$ cat config.mk
export PLATFORM = sky130hd
export DESIGN_NAME = hazard_ctrl
export DESIGN_NICKNAME = d
export VERILOG_FILES = /design/src/rtl/hazard_pkg.sv /design/src/rtl/hazard_perf_cnt.sv /design/src/rtl/hazard_ctrl.sv
export SDC_FILE = /design/constraint.sdc
export NUM_CORES = 1
export LEC_CHECK = 0
export CORE_AREA = 2 2 46 48
export DETAILED_ROUTE_END_ITERATION = 7
export DIE_AREA = 0 0 48 50
export PLACE_DENSITY = 0.81
export SLEW_MARGIN = 20
export SYNTH_ARGS = -nofsm -noshare
export SYNTH_HDL_FRONTEND = slang
export SYNTH_HIERARCHICAL = 1
export SYNTH_SLANG_ARGS = --single-unit
export TNS_END_PERCENT = 30
$ cat constraint.sdc
create_clock -name clk -period 2.18 [get_ports clk]
set_clock_uncertainty 0.2 [all_clocks]
set_input_delay 0.436 -clock clk [delete_from_list [all_inputs] [get_ports clk]]
set_output_delay 0.436 -clock clk [all_outputs]
set_load 0.1 [all_outputs]
$ cat src/rtl/hazard_pkg.sv
// Shared types and constants for the pipeline hazard controller.
// Imported by hazard_ctrl and hazard_perf_cnt.
package hazard_pkg;

    localparam int REG_W = 5;
    localparam logic [REG_W-1:0] ZERO_REG = '0;
    localparam logic [15:0] CNT_MAX = 16'hFFFF;

    typedef enum logic [1:0] {
        RUN      = 2'd0,
        MEM_WAIT = 2'd1,
        ERR      = 2'd2
    } state_e;

endpackage

$ cat src/rtl/hazard_perf_cnt.sv
// Saturating 16-bit event counter with synchronous clear.
module hazard_perf_cnt
    import hazard_pkg::*;
(
    input  logic        clk,
    input  logic        rst,
    input  logic        inc,
    output logic [15:0] cnt
);

    logic [15:0] cnt_d;
    logic [15:0] cnt_q;

    always_comb begin
        cnt_d = cnt_q;
        if (inc && cnt_q != CNT_MAX) begin
            cnt_d = cnt_q + 16'd1;
        end
    end

    always_ff @(posedge clk) begin
        if (rst) begin
            cnt_q <= '0;
        end else begin
            cnt_q <= cnt_d;
        end
    end

    assign cnt = cnt_q;

endmodule

$ cat src/rtl/hazard_ctrl.sv
// Load-use stall, branch flush and memory-wait freeze for the 5-stage core.
// Optional perf counters (stall_cnt, flush_cnt) under HAZARD_PERF_EN.
module hazard_ctrl #(
    parameter int MEM_TIMEOUT = 64,
    parameter int REG_W       = hazard_pkg::REG_W
) (
    input  logic             clk,
    input  logic             rst,
    input  logic [REG_W-1:0] ifid_rs,
    input  logic [REG_W-1:0] ifid_rt,
    input  logic             ifid_uses_rt,
    input  logic             idex_mem_read,
    input  logic [REG_W-1:0] idex_rt,
    input  logic             ex_branch_taken,
    input  logic             mem_req,
    input  logic             mem_ready,
    output logic             pc_write,
    output logic             ifid_write,
    output logic             ifid_flush,
    output logic             idex_flush,
    output logic             pipe_hold,
    output logic             mem_err
`ifdef HAZARD_PERF_EN
    ,
    output logic [15:0]      stall_cnt,
    output logic [15:0]      flush_cnt
`endif
);

    import hazard_pkg::*;

    localparam int CW = $clog2(MEM_TIMEOUT + 1);
    localparam logic [CW-1:0] TMO = CW'(MEM_TIMEOUT);

    state_e        state_d, state_q;
    logic [CW-1:0] wcnt_d, wcnt_q;
    logic          br_pend_d, br_pend_q;
    logic          mem_err_d, mem_err_q;
    logic          load_use;

    assign load_use = idex_mem_read
                   && idex_rt != REG_W'(ZERO_REG)
                   && (idex_rt == ifid_rs
                       || (ifid_uses_rt && idex_rt == ifid_rt));

    always_comb begin
        state_d    = state_q;
        wcnt_d     = wcnt_q;
        br_pend_d  = br_pend_q;
        mem_err_d  = (state_q == ERR);
        pc_write   = 1'b1;
        ifid_write = 1'b1;
        ifid_flush = 1'b0;
        idex_flush = 1'b0;
        pipe_hold  = 1'b0;
        if (rst) begin
            pc_write   = 1'b0;
            ifid_write = 1'b0;
            ifid_flush = 1'b1;
            idex_flush = 1'b1;
            state_d    = RUN;
            wcnt_d     = '0;
            br_pend_d  = 1'b0;
            mem_err_d  = 1'b0;
        end else begin
            unique case (state_q)
                ERR: begin
                    pc_write   = 1'b0;
                    ifid_write = 1'b0;
                    pipe_hold  = 1'b1;
                end
                MEM_WAIT: begin
                    if (mem_ready) begin
                        state_d    = RUN;
                        br_pend_d  = 1'b0;
                        ifid_flush = br_pend_q;
                        idex_flush = br_pend_q;
                    end else begin
                        pc_write   = 1'b0;
                        ifid_write = 1'b0;
                        pipe_hold  = 1'b1;
                        if (wcnt_q >= TMO) begin
                            state_d = ERR;
                        end else begin
                            wcnt_d = wcnt_q + CW'(1);
                        end
                    end
                end
                default: begin
                    // A branch seen on wait entry is replayed on exit.
                    if (mem_req && !mem_ready) begin
                        state_d    = MEM_WAIT;
                        wcnt_d     = CW'(1);
                        br_pend_d  = ex_branch_taken;
                        pc_write   = 1'b0;
                        ifid_write = 1'b0;
                        pipe_hold  = 1'b1;
                    end else if (ex_branch_taken) begin
                        ifid_flush = 1'b1;
                        idex_flush = 1'b1;
                    end else if (load_use) begin
                        pc_write   = 1'b0;
                        ifid_write = 1'b0;
                        idex_flush = 1'b1;
                    end
                end
            endcase
        end
    end

    always_ff @(posedge clk) begin
        if (rst) begin
            state_q   <= RUN;
            wcnt_q    <= '0;
            br_pend_q <= 1'b0;
            mem_err_q <= 1'b0;
        end else begin
            state_q   <= state_d;
            wcnt_q    <= wcnt_d;
            br_pend_q <= br_pend_d;
            mem_err_q <= mem_err_d;
        end
    end

    assign mem_err = mem_err_q;

`ifdef HAZARD_PERF_EN
    hazard_perf_cnt u_stall_cnt (
        .clk (clk),
        .rst (rst),
        .inc (~pc_write),
        .cnt (stall_cnt)
    );

    hazard_perf_cnt u_flush_cnt (
        .clk (clk),
        .rst (rst),
        .inc (ifid_flush),
        .cnt (flush_cnt)
    );
`endif

endmodule

==> key figures, run 1 <==
Global routing
  • Initial antenna violation count: 0
  • First-pass GRT wire length: between 3000 and 4000 um
  • Global route overflow: 0
  • Vias in the first global route: 867
  • Largest net degree at the start of global routing: 8
  • Total Routing Usage GR: 0.204

Logic synthesis
  • Main synth FF type: dfxtp_1
  • Synth top area share: 0.289
  • Synthesized flop and latch total: 11
  • Synth top area cells: dfxtp_1 29%, xor2_1 15%, nor2_1 6.4%
  • Mapped Area: 762 um2
  • Synth Net Count: approximately 120
  • Synth top cells by count: 13 x nor2_1, 13 x xor2_1, 11 x dfxtp_1
  • Synth Instances: between 90 and 100
  • Share of async-settable or async-resettable flops after synthesis: 0
  • Number of warnings issued by yosys: 6
  • Number of distinct library cells after synthesis: 33
  • Post-synth EDFFs: 0
  • Synth area leader: dfxtp_1
  • Sequential area share after synthesis: 0.289
  • Syn avg cell area: 8.37 um2

STA
  • Final Cycle Share: 1.17
  • Worst slew pin tran: about 0.35 ns
  • F_max: between 300 and 400 MHz
  • Slew HR: 0.762
  • Fin crit period: 2.54 ns
  • Max Slew Vio Count: 0
  • Final worst slack: -0.361 ns
  • Final hold violation count: 0
  • Final hold slack: 0.297 ns
  • RSZ-0062 raised after global routing: yes
  • Setup violations, final: 5

Critical path
  • Crit start category: register
  • Setup crit end kind: output port
  • Worst path arrival time: 1.90 ns
  • Max FO, Critical Path: 3
  • Cells on worst reg2reg path: 7
  • Critical path class: reg -> out
  • CP required: about 1.5 ns

Finish
  • Cell area after layout: roughly 1300 um2
  • Final #Nets: 160
  • # diodes: 0
  • Final core occ: 0.688
  • Layout cells sized above 1: 0.381
  • Layout area overhead: 71.6%

Pwr
  • Maximum VDD drop: about 240 uV
  • Final Power: a little under 0.6 mW
  • Pwr/cell area: 446 nW/um2
  • P_leak: 0.554 nW

CTS
  • CTS root buffer: clkbuf_4
  • CTS tree: done
  • Clk pin slew, worst setup/hold paths: approximately 0.07 ns
  • Total CTS buffers: 3
  • Clock sinks: 11
  • Clock Latency Late Sink: between 0.2 and 0.3 ns
  • Clock H-tree levels: 1
  • Maximum root-to-sink buffer count: 2

Outcome
  • Status: finished, violations left
  • Failing checks: setup timing

Place
  • Routability cong.: between 0.8 and 0.9
  • Detailed placement HPWL: ~1700 um
  • Port Buf Inserts: 27
  • Placed Area: 1240 um2

Flow run
  • Total of max-cap violations: 0

Die
  • I/O pins: 28
  • Core Box Area: ~1900 um2
  • Die Span Y: 50 um
  • Die ar.: between 2000 and 2500 um2
  • Rows: 16
  • DIE WIDTH: 48 um
  • Initial core utilization: 0.401

Hold path
  • Hold depth: 1
  • Worst Hold Class: reg -> reg

Drt
  • Final ANT Viol Nets: 0
  • Vias per cell: around 5.1
  • Routed vias: roughly 800
  • WL final: between 2000 and 2500 um
  • DRT iter0 DRCs: 4
  • Routed len/inst: about 13 um
  • Drc violations: 0
  • DRT Pass-1 Iters: 3
## worst max-delay path, cell delays in order (launching register included)
cell and delay [ns]:
dfxtp_2 0.33, inv_2 0.05, ha_4 0.27, inv_2 0.04, and3_4 0.15, buf_6 0.11, o41a_4 0.49, buf_12 0.18
## cell usage in the layout (no fill, tap or decap), types with 2 or more instances in the layout
cell             instances
nor2_1                  12
clkbuf_4                 3
nor3_1                   2
o21ba_2                  2
buf_12                   5
inv_1                    3
dfxtp_2                  2
nor2b_1                  2
clkdlybuf4s50_1          4
dlygate4sd2_1            8
buf_6                    5
a21oi_1                  4
nand2_1                  2
o21ai_1                  2
o211ai_1                 3
buf_4                   13
dfxtp_1                  9
clkdlybuf4s15_1          2
xor2_1                  12
o21ai_0                  2
and2b_1                  2
inv_2                    2
and2_1                   3
o2111ai_1                2
buf_2                    4
## report_power, final
part / switching [mW] / total (mW) / internal (mW) / leakage, nW
Clock: 0.0689 / 0.140 / 0.0710 / 0.0150
Sequential: 0.00299 / 0.208 / 0.205 / 0.0900
Combinational: 0.127 / 0.236 / 0.109 / 0.449
## final timing paths
check / slack, ns / startpoint / to
hold reg to reg: 0.30 / wcnt_q[0] / wcnt_q[0]
hold / removal: 0.30 / wcnt_q[0] / wcnt_q[0]
setup / recovery: -0.36 / state_q[0] / ifid_write
setup reg to reg: 0.39 / state_q[0] / wcnt_q[0]
## logic make-up after synthesis
group	share of synthesized area
AO/OA/AOI/OAI	0.217
XOR/XNOR	0.161
adder cells (fa/ha/maj)	0.0493
buffers and inverters	0.0394
flip-flops	0.289
multiplexers	0.0131
AND/OR/NAND/NOR	0.232
## what timing repair did
item,CTS,global route
pin swaps,14,7
gates resized for setup,51,4
endpoints found under the hold margin,0,0
setup buffers,2,0
hold buffers,0,0
endpoints found under the setup margin,5,5
## cell type report
| class | instances | area [um2] |
|---|---|---|
| clock buffer | 4 | 26.3 |
| multi-input combinational | 73 | 602 |
| inverter | 5 | 18.8 |
| tap | 27 | 33.8 |
| sequential | 11 | 223 |
| timing repair buffer | 41 | 404 |
| fill | 162 | 594 |
## state kept, by name, indices dropped and copies added (netlist names)
| register | cells |
|---|---|
| wcnt_q | 7 |
| state_q | 2 |
| br_pend_q | 1 |
| mem_err | 1 |
## metrics by stage
step	worst slack, ns	std cells	setup TNS (ns)
floorplan	-0.257	91	-0.644
global placement	-0.535	155	-2.00
detailed placement	-0.595	155	-2.25
CTS	-0.298	161	-1.23
global route	-0.404	161	-1.62
finish	-0.361	161	-1.35
## routing by layer
metal / track usage / vias up / part of all wire
met2: 0.376 / 28 / 0.56
met5: 0 / - / 0
li1: - / 406 / -
met1: 0.194 / 376 / 0.37
met3: 0.0220 / 7 / 0.041
met4: 0.135 / 0 / 0.031
No activity file was read; power rests on OpenSTA's default activity.
==> inputs of run 2 (changes only) <==
--- a/config.mk
+++ b/config.mk
@@ -8,7 +8,9 @@
 export CORE_AREA = 2 2 46 48
 export DETAILED_ROUTE_END_ITERATION = 7
 export DIE_AREA = 0 0 48 50
+export GPL_TIMING_DRIVEN = 0
 export PLACE_DENSITY = 0.81
+export REMOVE_ABC_BUFFERS = 1
 export SLEW_MARGIN = 20
 export SYNTH_ARGS = -nofsm -noshare
 export SYNTH_HDL_FRONTEND = slang
==> key figures, run 2 (same netlist as run 1, synthesis figures left out) <==
Outcome
  • Status: finished, violations left
  • Failing checks: setup timing

Flow run
  • Total of max-cap violations: 0 (unchanged)

Drt
  • Routed len/inst: 12.4 um (-4.6%)
  • WL final: 1840 um (-12%)
  • Vias per cell: 5.04 (-0.68%)
  • Drc violations: 0 (unchanged)
  • DRT Pass-1 Iters: 2 (-1)
  • Routed vias: 751 (-8.1%)
  • DRT iter0 DRCs: 7 (+3)
  • Final ANT Viol Nets: 0 (unchanged)

STA
  • Setup violations, final: 4 (-1)
  • Fin crit period: 2.45 ns (-0.0949 ns)
  • F_max: 409 MHz (+3.9%)
  • Final worst slack: -0.266 ns (+0.0949 ns)
  • Max Slew Vio Count: 0 (unchanged)
  • Setup_tns: -0.877 ns (+0.475 ns)
  • Final hold violation count: 0 (unchanged)
  • Worst slew pin tran: 0.973 ns (+0.620 ns)
  • Final Cycle Share: 1.12 (-0.0435)
  • RSZ-0062 raised after global routing: yes
  • Slew HR: 0.354 (-0.409)

Critical path
  • CP required: 1.54 ns (about the same)
  • FF-to-FF End: wcnt_q[4]
  • Setup crit end kind: output port
  • CP Launch Point: idex_rt[1]
  • Cells on worst reg2reg path: 6 (-1)
  • Crit start category: primary input
  • Worst path arrival time: 1.81 ns (-0.09 ns)
  • R2R setup slack: 0.52 ns (+0.13 ns)
  • R2R Path Start: state_q[1]
  • Critical path destination: ifid_write
  • Critical path class: in -> out
  • Max FO, Critical Path: 3 (unchanged)

Finish
  • Largest register by flop count: wcnt_q
  • # diodes: 0 (unchanged)
  • Final #Nets: 148 (-7.5%)
  • Cell area after layout: 1120 um2 (-14%)
  • Biggest regs: wcnt_q: 7 flops, state_q: 2 flops
  • Highest-count cells in the layout ignoring fill and taps: 13 x xor2_1, 13 x nor2_1, 9 x dfxtp_1
  • Layout cells sized above 1: 0.246 (-0.135)
  • Largest register FFs: 7 (unchanged)
  • Layout area overhead: 47.5%

Global routing
  • Vias in the first global route: 699 (-19%)
  • First-pass GRT wire length: 2710 um (-21%)
  • Largest net degree at the start of global routing: 11 (+3)
  • GR Layer Usage met3: 0.0586 (+0.0366)
  • Global route overflow: 0 (unchanged)
  • Initial antenna violation count: 0 (unchanged)
  • Total Routing Usage GR: 0.158 (-0.0466)
  • Gr busiest metal: met2
  • Met1 GRT Util: 0.146 (-0.0480)
  • Met2 Track Usage GR: 0.293 (-0.0822)

CTS
  • Clock sinks: 11 (unchanged)
  • Clk pin slew, worst setup/hold paths: 0.07 ns (about the same)
  • Clock H-tree levels: 1 (unchanged)
  • Clock Latency Late Sink: 0.26 ns (about the same)
  • Total CTS buffers: 3 (unchanged)
  • CTS tree: done
  • Maximum root-to-sink buffer count: 2 (unchanged)
  • CTS root buffer: clkbuf_4

Hold path
  • Worst Hold Class: reg -> reg

Die
  • I/O pins: 28 (unchanged)
  • Die Span Y: 50 um (unchanged)
  • Core Box Area: 1900 um2 (unchanged)
  • Rows: 16 (unchanged)
  • Die ar.: 2400 um2 (unchanged)
  • DIE WIDTH: 48 um (unchanged)
  • Initial core utilization: 0.401 (unchanged)

Pwr
  • P_leak: 0.481 nW (-13%)
  • Sequential share of power: 0.390 (+0.033)
  • Net Switching: 0.180 mW (-9.5%)
  • Pwr/cell area: 475 nW/um2 (+6.4%)
  • Total internal power: 0.354 mW (-8.1%)
  • Combinational Power Share: 0.354 (-0.050)
  • Maximum VDD drop: 294 uV (+24%)
  • Switch share: 0.337 (-0.00327)
  • Clock power share: 0.256 (+0.016)

Place
  • Routability cong.: 0.763 (-9.0%)
  • Detailed placement HPWL: 1430 um (-15%)
  • Placed Area: 1050 um2 (-15%)
  • Port Buf Inserts: 27 (unchanged)
[run 2: changes by cell type in the layout (fill, tap and decap cells not counted), moves of 2 or more]
cell,change
buf_4,-11
buf_12,-3
buf_6,-2
clkdlybuf4s15_2,+2
dlymetal6s2s_1,+2
[run 2: worst min-delay path by stage]
stage	from	endpoint	slack, ns	cells after the start
2_1_floorplan	br_pend_q	br_pend_q	0.24	2
3_3_place_gp	br_pend_q	br_pend_q	0.27	2
3_5_place_dp	br_pend_q	br_pend_q	0.28	2
4_1_cts	br_pend_q	br_pend_q	0.29	2
5_1_grt	br_pend_q	br_pend_q	0.31	2
6_report	br_pend_q	br_pend_q	0.28	2
[run 2: critical path: stages]
cell	delay, ns
clkdlybuf4s15_2	0.21
or4_4	0.52
o21ai_1	0.14
o41a_1	0.28
buf_12	0.21
[run 2: area by class of cell]
class                           instances  area, um2
Timing Repair Buffer                   29        277
Inverter                                5       18.8
Multi-Input combinational cell         73        546
Sequential cell                        11        223
Clock buffer                            4       26.3
Fill cell                             161        778
Tap cell                               27       33.8
[run 2: layer usage]
metal  part of all wire  vias up
li1                   -      386
met1               0.39      335
met2               0.50       28
met3               0.10        2
met4             0.0076        0
met5                  0        -
[run 2: metrics by stage]
step / std cells / hold WS, ns / setup WS, ns / total power, mW / utilization
global placement: 143 / 0.265 / -1.39 / 0.389 / 0.555
detailed placement: 143 / 0.276 / -1.43 / 0.392 / 0.555
finish: 149 / 0.281 / -0.266 / 0.533 / 0.591
CTS: 149 / 0.285 / -0.273 / 0.535 / 0.586
floorplan: 89 / 0.243 / -1.07 / 0.321 / -
global route: 149 / 0.314 / -0.328 / 0.558 / 0.591
[run 2: what timing repair did]
action	4_1_cts	5_1_grt
setup buffers	2	0
gates resized for setup	81	9
hold buffers	0	0
setup endpoints to repair	6	5
gates cloned	0	0
pin swaps	10	2
[run 2: power groups by stage]
stage	combinational [mW]	clock (mW)	sequential, mW
after floorplan	0.109	0	0.212
after global placement	0.176	0	0.212
after detailed placement	0.179	0	0.213
after CTS	0.186	0.141	0.208
after global routing	0.200	0.150	0.209
final	0.189	0.137	0.208
==> inputs of run 3 (changes only) <==
--- a/config.mk
+++ b/config.mk
@@ -11,7 +11,6 @@
 export GPL_TIMING_DRIVEN = 0
 export PLACE_DENSITY = 0.81
 export REMOVE_ABC_BUFFERS = 1
-export SLEW_MARGIN = 20
 export SYNTH_ARGS = -nofsm -noshare
 export SYNTH_HDL_FRONTEND = slang
 export SYNTH_HIERARCHICAL = 1
==> results of run 3 <==
Final layout, timing and power as in run 2 (identical DEF).
